--- config.mk ---
export PLATFORM = sky130hd
export DESIGN_NAME = crc_decoding
export DESIGN_NICKNAME = d
export VERILOG_FILES = /design/src/rtl/crc_decoding.sv
export SDC_FILE = /design/constraint.sdc
export NUM_CORES = 1
export LEC_CHECK = 0
export CORE_AREA = 2 2 123 125
export DETAILED_ROUTE_END_ITERATION = 7
export DIE_AREA = 0 0 125 127
export PLACE_DENSITY = 0.76
export SLEW_MARGIN = 15
export SYNTH_ARGS = -nofsm -noshare
export SYNTH_HDL_FRONTEND = slang
export SYNTH_SLANG_ARGS = --single-unit
--- constraint.sdc ---
create_clock -name clk -period 3.6 [get_ports clk]
set_clock_uncertainty 0.05 [all_clocks]
set_input_delay 0.72 -clock clk [delete_from_list [all_inputs] [get_ports clk]]
set_output_delay 0.72 -clock clk [all_outputs]
set_load 0.05 [all_outputs]
--- src/rtl/crc_decoding.sv ---
// crc_decoding: serial USB packet receiver. Captures PID and body from an
// unstuffed LSB-first bit stream, checks PID, CRC5/CRC16 and body length,
// and reports the parsed fields with a one-cycle pktValid strobe.
module crc_decoding (
    input  logic        clk,
    input  logic        rst,
    input  logic        bitIn,
    input  logic        bitValid,
    input  logic        eop,
    output logic [3:0]  pid,
    output logic [6:0]  addr,
    output logic [3:0]  endp,
    output logic [63:0] data,
    output logic [3:0]  dataLen,
    output logic        pktValid,
    output logic        pidErr,
    output logic        crcErr,
    output logic        lenErr
);

    localparam int unsigned BODY_W  = 80;
    localparam int unsigned CNT_SAT = 81;
    localparam int unsigned MAX_LEN = 8;

    localparam logic [1:0] ST_IDLE   = 2'd0;
    localparam logic [1:0] ST_PID    = 2'd1;
    localparam logic [1:0] ST_BODY   = 2'd2;
    localparam logic [1:0] ST_REPORT = 2'd3;

    localparam logic [4:0]  CRC5_RESIDUAL  = 5'b01100;
    localparam logic [15:0] CRC16_RESIDUAL = 16'h800D;

    logic [1:0]  state, state_n;
    logic [7:0]  pid_reg, pid_reg_n;
    logic [3:0]  pid_cnt, pid_cnt_n;
    logic [79:0] body, body_n;
    logic [6:0]  body_cnt, body_cnt_n;
    logic [4:0]  crc5, crc5_n;
    logic [15:0] crc16, crc16_n;
    logic        fb5, fb16;

    logic        pid_err_c, len_ok_c, crc_ok_c, len_err_c, crc_err_c;
    logic [6:0]  addr_c;
    logic [3:0]  endp_c;
    logic [63:0] data_c;
    logic [3:0]  len_c;

    // Next-state and capture datapath: the bit accepted this cycle is folded in
    always_comb begin
        state_n    = state;
        pid_reg_n  = pid_reg;
        pid_cnt_n  = pid_cnt;
        body_n     = body;
        body_cnt_n = body_cnt;
        crc5_n     = crc5;
        crc16_n    = crc16;
        fb5        = 1'b0;
        fb16       = 1'b0;
        case (state)
            ST_IDLE: begin
                if (bitValid) begin
                    pid_reg_n  = {7'd0, bitIn};
                    pid_cnt_n  = 4'd1;
                    body_cnt_n = 7'd0;
                    state_n    = ST_PID;
                end
            end
            ST_PID: begin
                if (bitValid) begin
                    pid_reg_n[pid_cnt[2:0]] = bitIn;
                    pid_cnt_n = pid_cnt + 4'd1;
                    if (pid_cnt == 4'd7) begin
                        state_n = ST_BODY;
                        crc5_n  = '1;
                        crc16_n = '1;
                    end
                end
                if (eop) begin
                    state_n = ST_REPORT;
                end
            end
            ST_BODY: begin
                if (bitValid) begin
                    if (body_cnt < 7'(BODY_W)) begin
                        body_n[body_cnt] = bitIn;
                    end
                    if (body_cnt < 7'(CNT_SAT)) begin
                        body_cnt_n = body_cnt + 7'd1;
                    end
                    fb5     = crc5[4] ^ bitIn;
                    crc5_n  = {crc5[3], crc5[2], crc5[1] ^ fb5, crc5[0], fb5};
                    fb16    = crc16[15] ^ bitIn;
                    crc16_n = {crc16[14] ^ fb16, crc16[13:2], crc16[1] ^ fb16, crc16[0], fb16};
                end
                if (eop) begin
                    state_n = ST_REPORT;
                end
            end
            default: begin
                state_n = ST_IDLE;
            end
        endcase
    end

    // Packet evaluation on the post-update capture values
    always_comb begin
        pid_err_c = (pid_cnt_n != 4'd8) || (pid_reg_n[7:4] != ~pid_reg_n[3:0]);
        len_ok_c  = 1'b0;
        crc_ok_c  = 1'b1;
        addr_c    = 7'd0;
        endp_c    = 4'd0;
        data_c    = 64'd0;
        len_c     = 4'((body_cnt_n - 7'd16) >> 3);
        case (pid_reg_n[1:0])
            2'b01: begin
                len_ok_c = (body_cnt_n == 7'd16);
                crc_ok_c = (crc5_n == CRC5_RESIDUAL);
            end
            2'b11: begin
                len_ok_c = (body_cnt_n >= 7'd16) && (body_cnt_n <= 7'(BODY_W))
                           && (body_cnt_n[2:0] == 3'd0);
                crc_ok_c = (crc16_n == CRC16_RESIDUAL);
            end
            2'b10: begin
                len_ok_c = (body_cnt_n == 7'd0);
            end
            default: begin
                len_ok_c = 1'b0;
            end
        endcase
        len_err_c = !pid_err_c && !len_ok_c;
        crc_err_c = !pid_err_c && len_ok_c && !crc_ok_c;
        if (!pid_err_c && len_ok_c) begin
            if (pid_reg_n[1:0] == 2'b01) begin
                addr_c = body_n[6:0];
                endp_c = body_n[10:7];
            end
            if (pid_reg_n[1:0] == 2'b11) begin
                for (int k = 0; k < int'(MAX_LEN); k++) begin
                    if (k < int'(len_c)) begin
                        data_c[8*k +: 8] = body_n[8*k +: 8];
                    end
                end
            end
        end
        if (pid_reg_n[1:0] != 2'b11 || pid_err_c || !len_ok_c) begin
            len_c = 4'd0;
        end
    end

    // State and capture registers
    always_ff @(posedge clk) begin
        if (rst) begin
            state    <= ST_IDLE;
            pid_reg  <= 8'd0;
            pid_cnt  <= 4'd0;
            body     <= 80'd0;
            body_cnt <= 7'd0;
            crc5     <= '1;
            crc16    <= '1;
        end else begin
            state    <= state_n;
            pid_reg  <= pid_reg_n;
            pid_cnt  <= pid_cnt_n;
            body     <= body_n;
            body_cnt <= body_cnt_n;
            crc5     <= crc5_n;
            crc16    <= crc16_n;
        end
    end

    // Result registers: loaded on entry to REPORT, held until the next one
    always_ff @(posedge clk) begin
        if (rst) begin
            pktValid <= 1'b0;
            pid      <= 4'd0;
            addr     <= 7'd0;
            endp     <= 4'd0;
            data     <= 64'd0;
            dataLen  <= 4'd0;
            pidErr   <= 1'b0;
            crcErr   <= 1'b0;
            lenErr   <= 1'b0;
        end else begin
            pktValid <= (state_n == ST_REPORT);
            if (state_n == ST_REPORT) begin
                pid     <= pid_reg_n[3:0];
                addr    <= addr_c;
                endp    <= endp_c;
                data    <= data_c;
                dataLen <= len_c;
                pidErr  <= pid_err_c;
                crcErr  <= crc_err_c;
                lenErr  <= len_err_c;
            end
        end
    end

endmodule

### Yosys cells after proc, flatten, opt, wreduce, memory -nomap -nowiden

Index checks and enable logic that the tools add are counted.

* word-level logic and storage cells: 122
* input port bits: 5
* bits in registers: 209
* output and inout port bits: 87

* add/subtract/negate cells: 3
* mux-type cells: 50
* bitwise logic cells: 6
* eq/ne operators: 13
* reductions and logical operators: 17
* $lt $le $gt $ge: 16

Operator list (count)
* $mux 64: 5
* $bwmux 80: 1
* $mux 8: 10
* $mux 16: 3
* $mux 7: 5
* $pmux 16 s2: 1
* $mux 4: 5
* $eq 16x16->1 const B: 1
* $lt 3x4->1 const A: 4
* $pmux 8 s2: 1
* $mux 5: 3
* $lt 7x7->1 const B: 2
* $pmux 7 s2: 1
* $mux 2: 5
* $pmux 5 s2: 1
* $bwmux 8: 1
* $eq 2x2->1 const B: 4
* $lt 1x4->1 const A: 2
* $lt 2x4->1 const A: 2
* $lt 7x8->1 const B: 1
* $pmux 4 s2: 1
* $add 7x1->7 const B: 1
* $demux 1 s7: 1
* $eq 7x5->1 const B: 1
* 27 further kinds: 43

### Longest topological paths before layout

* depth after elaboration: 13
* mapped depth: 15
* gate-level depth less buffers: 12

### Worst setup path after synthesis

Ideal clock, no wire load.

* kind: input port to flip-flop
* start: input port bitValid
* end: register data[30]
* stages: 10
* data required time: 3.475 ns
* buffers on the path: 1
* setup time: 0.075 ns
* slack: 0.517 ns
* arrival: 2.958 ns
* cell sequence: buf_2 > nand4_1 > o311a_1 > nor2_1 > ha_1 > xor2_1 > a2111o_1 > nor3_1 > nand3_1 > o21ai_0

* longest elaborated chain between the ends: 8
* elaborated cells between the ends (all ways): 38
* classes of those cells: 1 x add/sub; 3 x order compare; 7 x eq/ne; 19 x mux; 1 x bitwise; 7 x reduce/logical

RTL lines
* start, declared: RTL line 8 `input logic bitValid,`
* parallel branches: the longest is 8 deep, another holds $sub 7x5->7
* end signal, assigned: RTL line 190 `data <= data_c;`
* end, declared: RTL line 13 `output logic [63:0] data,`

Several ways; the timed one is not identified.
A chain may end at the register's enable or synchronous reset.

### Worst setup path in the final report

* start: input port bitValid
* end: register data[24]

Same word-level chain as after synthesis.

==> flow_summary_export.csv <==
group,metric,value,unit
final_layout,syn2layout_area_growth,24.6,%
cts,numClockSinks,193,
worst_hold_path,holdCritPathClass,"reg -> reg",
yosys,synth_common_cells,"dfxtp_1, nor2_1, nand2_1",
cts,cts_buffers,17,
worst_setup_path,cp_top_family,"simple AND/OR/NAND/NOR gates",
final_layout,finalNonFillerCells,1215,
timing,maxSlewViolCount,0,
global_routing,grt_pass1_wl,31.7,mm
floorplan,num_rows,44,
pwr,sw_frac_of_total,26.1,%
cts,root_buffer,"clkbuf_16",
yosys,synth-edff-count,0,
global_routing,antenna_found_initial,0,
yosys,ys.warnings.count,0,
global_routing,use_met3,3.98,%
yosys,syn_inst,918,
pwr,p_seq_share,47.9,%
pwr,power_density,470,nW/um^2
status,outcome,"finished clean",
worst_setup_path,r2r_start,"state[0]",
global_routing,grt_max_degree,54,
timing,fin_crit,3.45,ns
yosys,synth_most_common_cell,"dfxtp_1",
pwr,p_comb_share,10.4,%
yosys,synth.top_cell.area_share,48.1,%
yosys,synthesis.nets,933,
timing,post-route-period-util,96.0,%
yosys,avgSynthCellArea,8.76,sq um
floorplan,ios,92,
yosys,synth_area_leaders,"dfxtp_1, nor2_1, mux2i_1",
worst_setup_path,crit_fanout,8,
worst_hold_path,min_from,"data[10]",
cts,ctsLongestPathBuffers,2,
timing,rsz0062_at_grt,"no",
floorplan,coreArea,14400,sq um
global_routing,top_usage_layer,"met2",
timing,worst_slew_pin_slew,0.608,ns
yosys,synth-seq-cells,193,
worst_setup_path,crit_buf_inv,1,
yosys,yosys.cell_types.count,69,
timing,relSlewSlack,59.5,%
final_layout,layout.nets,1033,
worst_setup_path,worst_ep_required_time,3.90,ns
pwr,p_total,4.71,mW
placed_design,io_buffers,91,
floorplan,die_area,15900,sq um
final_layout,drive_gt1_share,10.6,%
final_layout,top_regs,"body x64, data x64, crc16 x16",
yosys,synth-seq-area-share,48.1,%
global_routing,gr-usage-met2,38.4,%
floorplan,die_w,125,um
cts,cts_tree,"built",
pwr,power.internal,3.48,mW
detailed_routing,drc,0,
final_layout,antenna_cells,0,
detailed_routing,avgViaCountPerCell,5.69,
placed_design,placed_cells,1183,
final_layout,fillers,1169,
yosys,synth_top_area_cell,"dfxtp_1",
timing,fin_setup_tns,0,ns
detailed_routing,wirelength,19.4,mm
timing,hold_violations,0,
placed_design,post-dp-hpwl,13.4,mm
worst_setup_path,startpoint,"bitValid",
yosys,synthesis.area,8040,sq um
detailed_routing,wire_per_inst,16.0,um
detailed_routing,drt_iter0_markers,524,
final_layout,final_util,69.5,%
cts,post_cts_buffers,0,
floorplan,die_y,127,um
cts,htreeDepth,4,
worst_setup_path,crit_path_max_incr_delay,0.54,ns
worst_setup_path,critPathLaunchType,"input port",
final_layout,multi_input_area,3820,sq um
detailed_routing,vias,6918,
global_routing,grt_pass1_vias,6218,
yosys,async_flop_share,0,%
global_routing,gr-total-overflow,0,
global_routing,use_met1,34.4,%
worst_setup_path,cp_slowest_cell,"clkdlybuf4s50_1",
detailed_routing,first_pass_iters,5,
cts,clk_pin_slew_worst_paths,0.07,ns
pwr,pwr-share-clk,41.7,%
final_layout,seqCellArea,3860,sq um
pwr,ir_drop,0.000319,V
detailed_routing,ant_nets,0,
pwr,power_leakage,3.50,nW
worst_setup_path,crit_chain,"clkdlybuf4s50_1 -> nand4_1 -> or4_1 -> and3_4 -> ha_1 -> xor2_1 -> a2111o_1 -> nor3_1 -> nand3_1 -> o21ai_0",
timing,setup_violations,0,
timing,whs,0.405,ns
pwr,power.switching,1.23,mW
worst_setup_path,worstSetupEndpointType,"register",
floorplan,initial_core_util,55.7,%
cts,clock_latency,0.43,ns
worst_setup_path,crit_type,"in -> reg",
yosys,ys.flop_type,"dfxtp_1",
global_routing,grtUsageTotal,24.3,%
flow_run,drv_cap,0,
placed_design,place_congestion,0.906,
worst_setup_path,cp.arrival,3.75,ns
timing,fmax,289,MHz
==> stage by stage <==
stage | cell area [sq um] | setup WS [ns]
floorplan | 8040 | 0.517
detailed placement | 9390 | -0.240
global route | 10000 | 0.0352
CTS | 10000 | 0.192
global placement | 9390 | -0.162
finish | 10000 | 0.146
==> worst paths after layout <==
| path | slack, ns | depth (start not counted) | endpoint |
|---|---|---|---|
| min | 0.41 | 2 | data[10] |
| min reg2reg | 0.41 | 2 | data[10] |
| max | 0.15 | 10 | data[24] |
| max reg2reg | 0.27 | 11 | data[24] |
==> cell families (layout without fill, tap and decap cells) <==
| family | Yosys count | count (layout) | synth area share (%) |
|---|---|---|---|
| xor gates and xnor gates | 10 | 10 | 1.09 |
| DFF | 193 | 193 | 48.1 |
| adders and majority gates | 10 | 10 | 1.56 |
| AOI/OAI and AO/OA | 220 | 220 | 18.3 |
| buffers and inverters | 92 | 205 | 4.59 |
| and+or+nand+nor | 348 | 348 | 20.8 |
| muxes | 45 | 45 | 5.62 |
==> tightest hold or removal path, cell delays in order, from the launching register on <==
cell and delay (ns):
dfxtp_1 0.33, nand2_1 0.04, o21ai_0 0.05
==> cell usage in the layout, fill, tap and decap left out, types with 6 or more instances in the layout <==
cell	Yosys	layout
clkbuf_16	0	17
dfxtp_1	193	193
buf_4	2	51
nand2_1	97	97
ha_1	10	9
nand2b_1	7	7
nor2_1	128	127
a221o_1	15	15
and2_1	7	7
nor3_1	7	7
nand3_1	20	20
a22o_1	28	28
inv_1	26	26
nor2b_1	6	6
xnor2_1	6	6
nand4_1	8	8
o21ai_0	85	85
clkdlybuf4s50_1	0	89
a21oi_1	37	37
mux2i_1	44	44
or3_1	26	26
==> area by class of cell <==
| cell class | count | area share (%) |
|---|---|---|
| Clock buffer | 18 | 4.38 |
| Clock inverter | 14 | 1.87 |
| Inverter | 26 | 0.974 |
| Multi-Input combinational cell | 633 | 38.1 |
| Sequential cell | 193 | 38.6 |
| Tap cell | 184 | 2.30 |
| Timing Repair Buffer | 147 | 13.8 |
==> power by group through the flow <==
stage          sequential (mW)  clock, mW  combinational, mW
2_1_floorplan             2.31          0              0.322
3_3_place_gp              2.30          0              0.482
3_5_place_dp              2.31          0              0.487
4_1_cts                   2.26       1.99              0.488
5_1_grt                   2.27       2.08              0.539
6_report                  2.26       1.96              0.491
==> repair_timing <==
item,CTS,global route
hold buffers,0,0
setup endpoints to repair,0,2
resized for setup,0,1
==> layer usage <==
metal / vias up / part of all wire (%)
li1: 3427 / -
met4: 0 / 1.5
met2: 187 / 46
met3: 26 / 5.1
met5: - / 0
met1: 3278 / 47
Note: power is estimated with default switching activity, not from simulation.
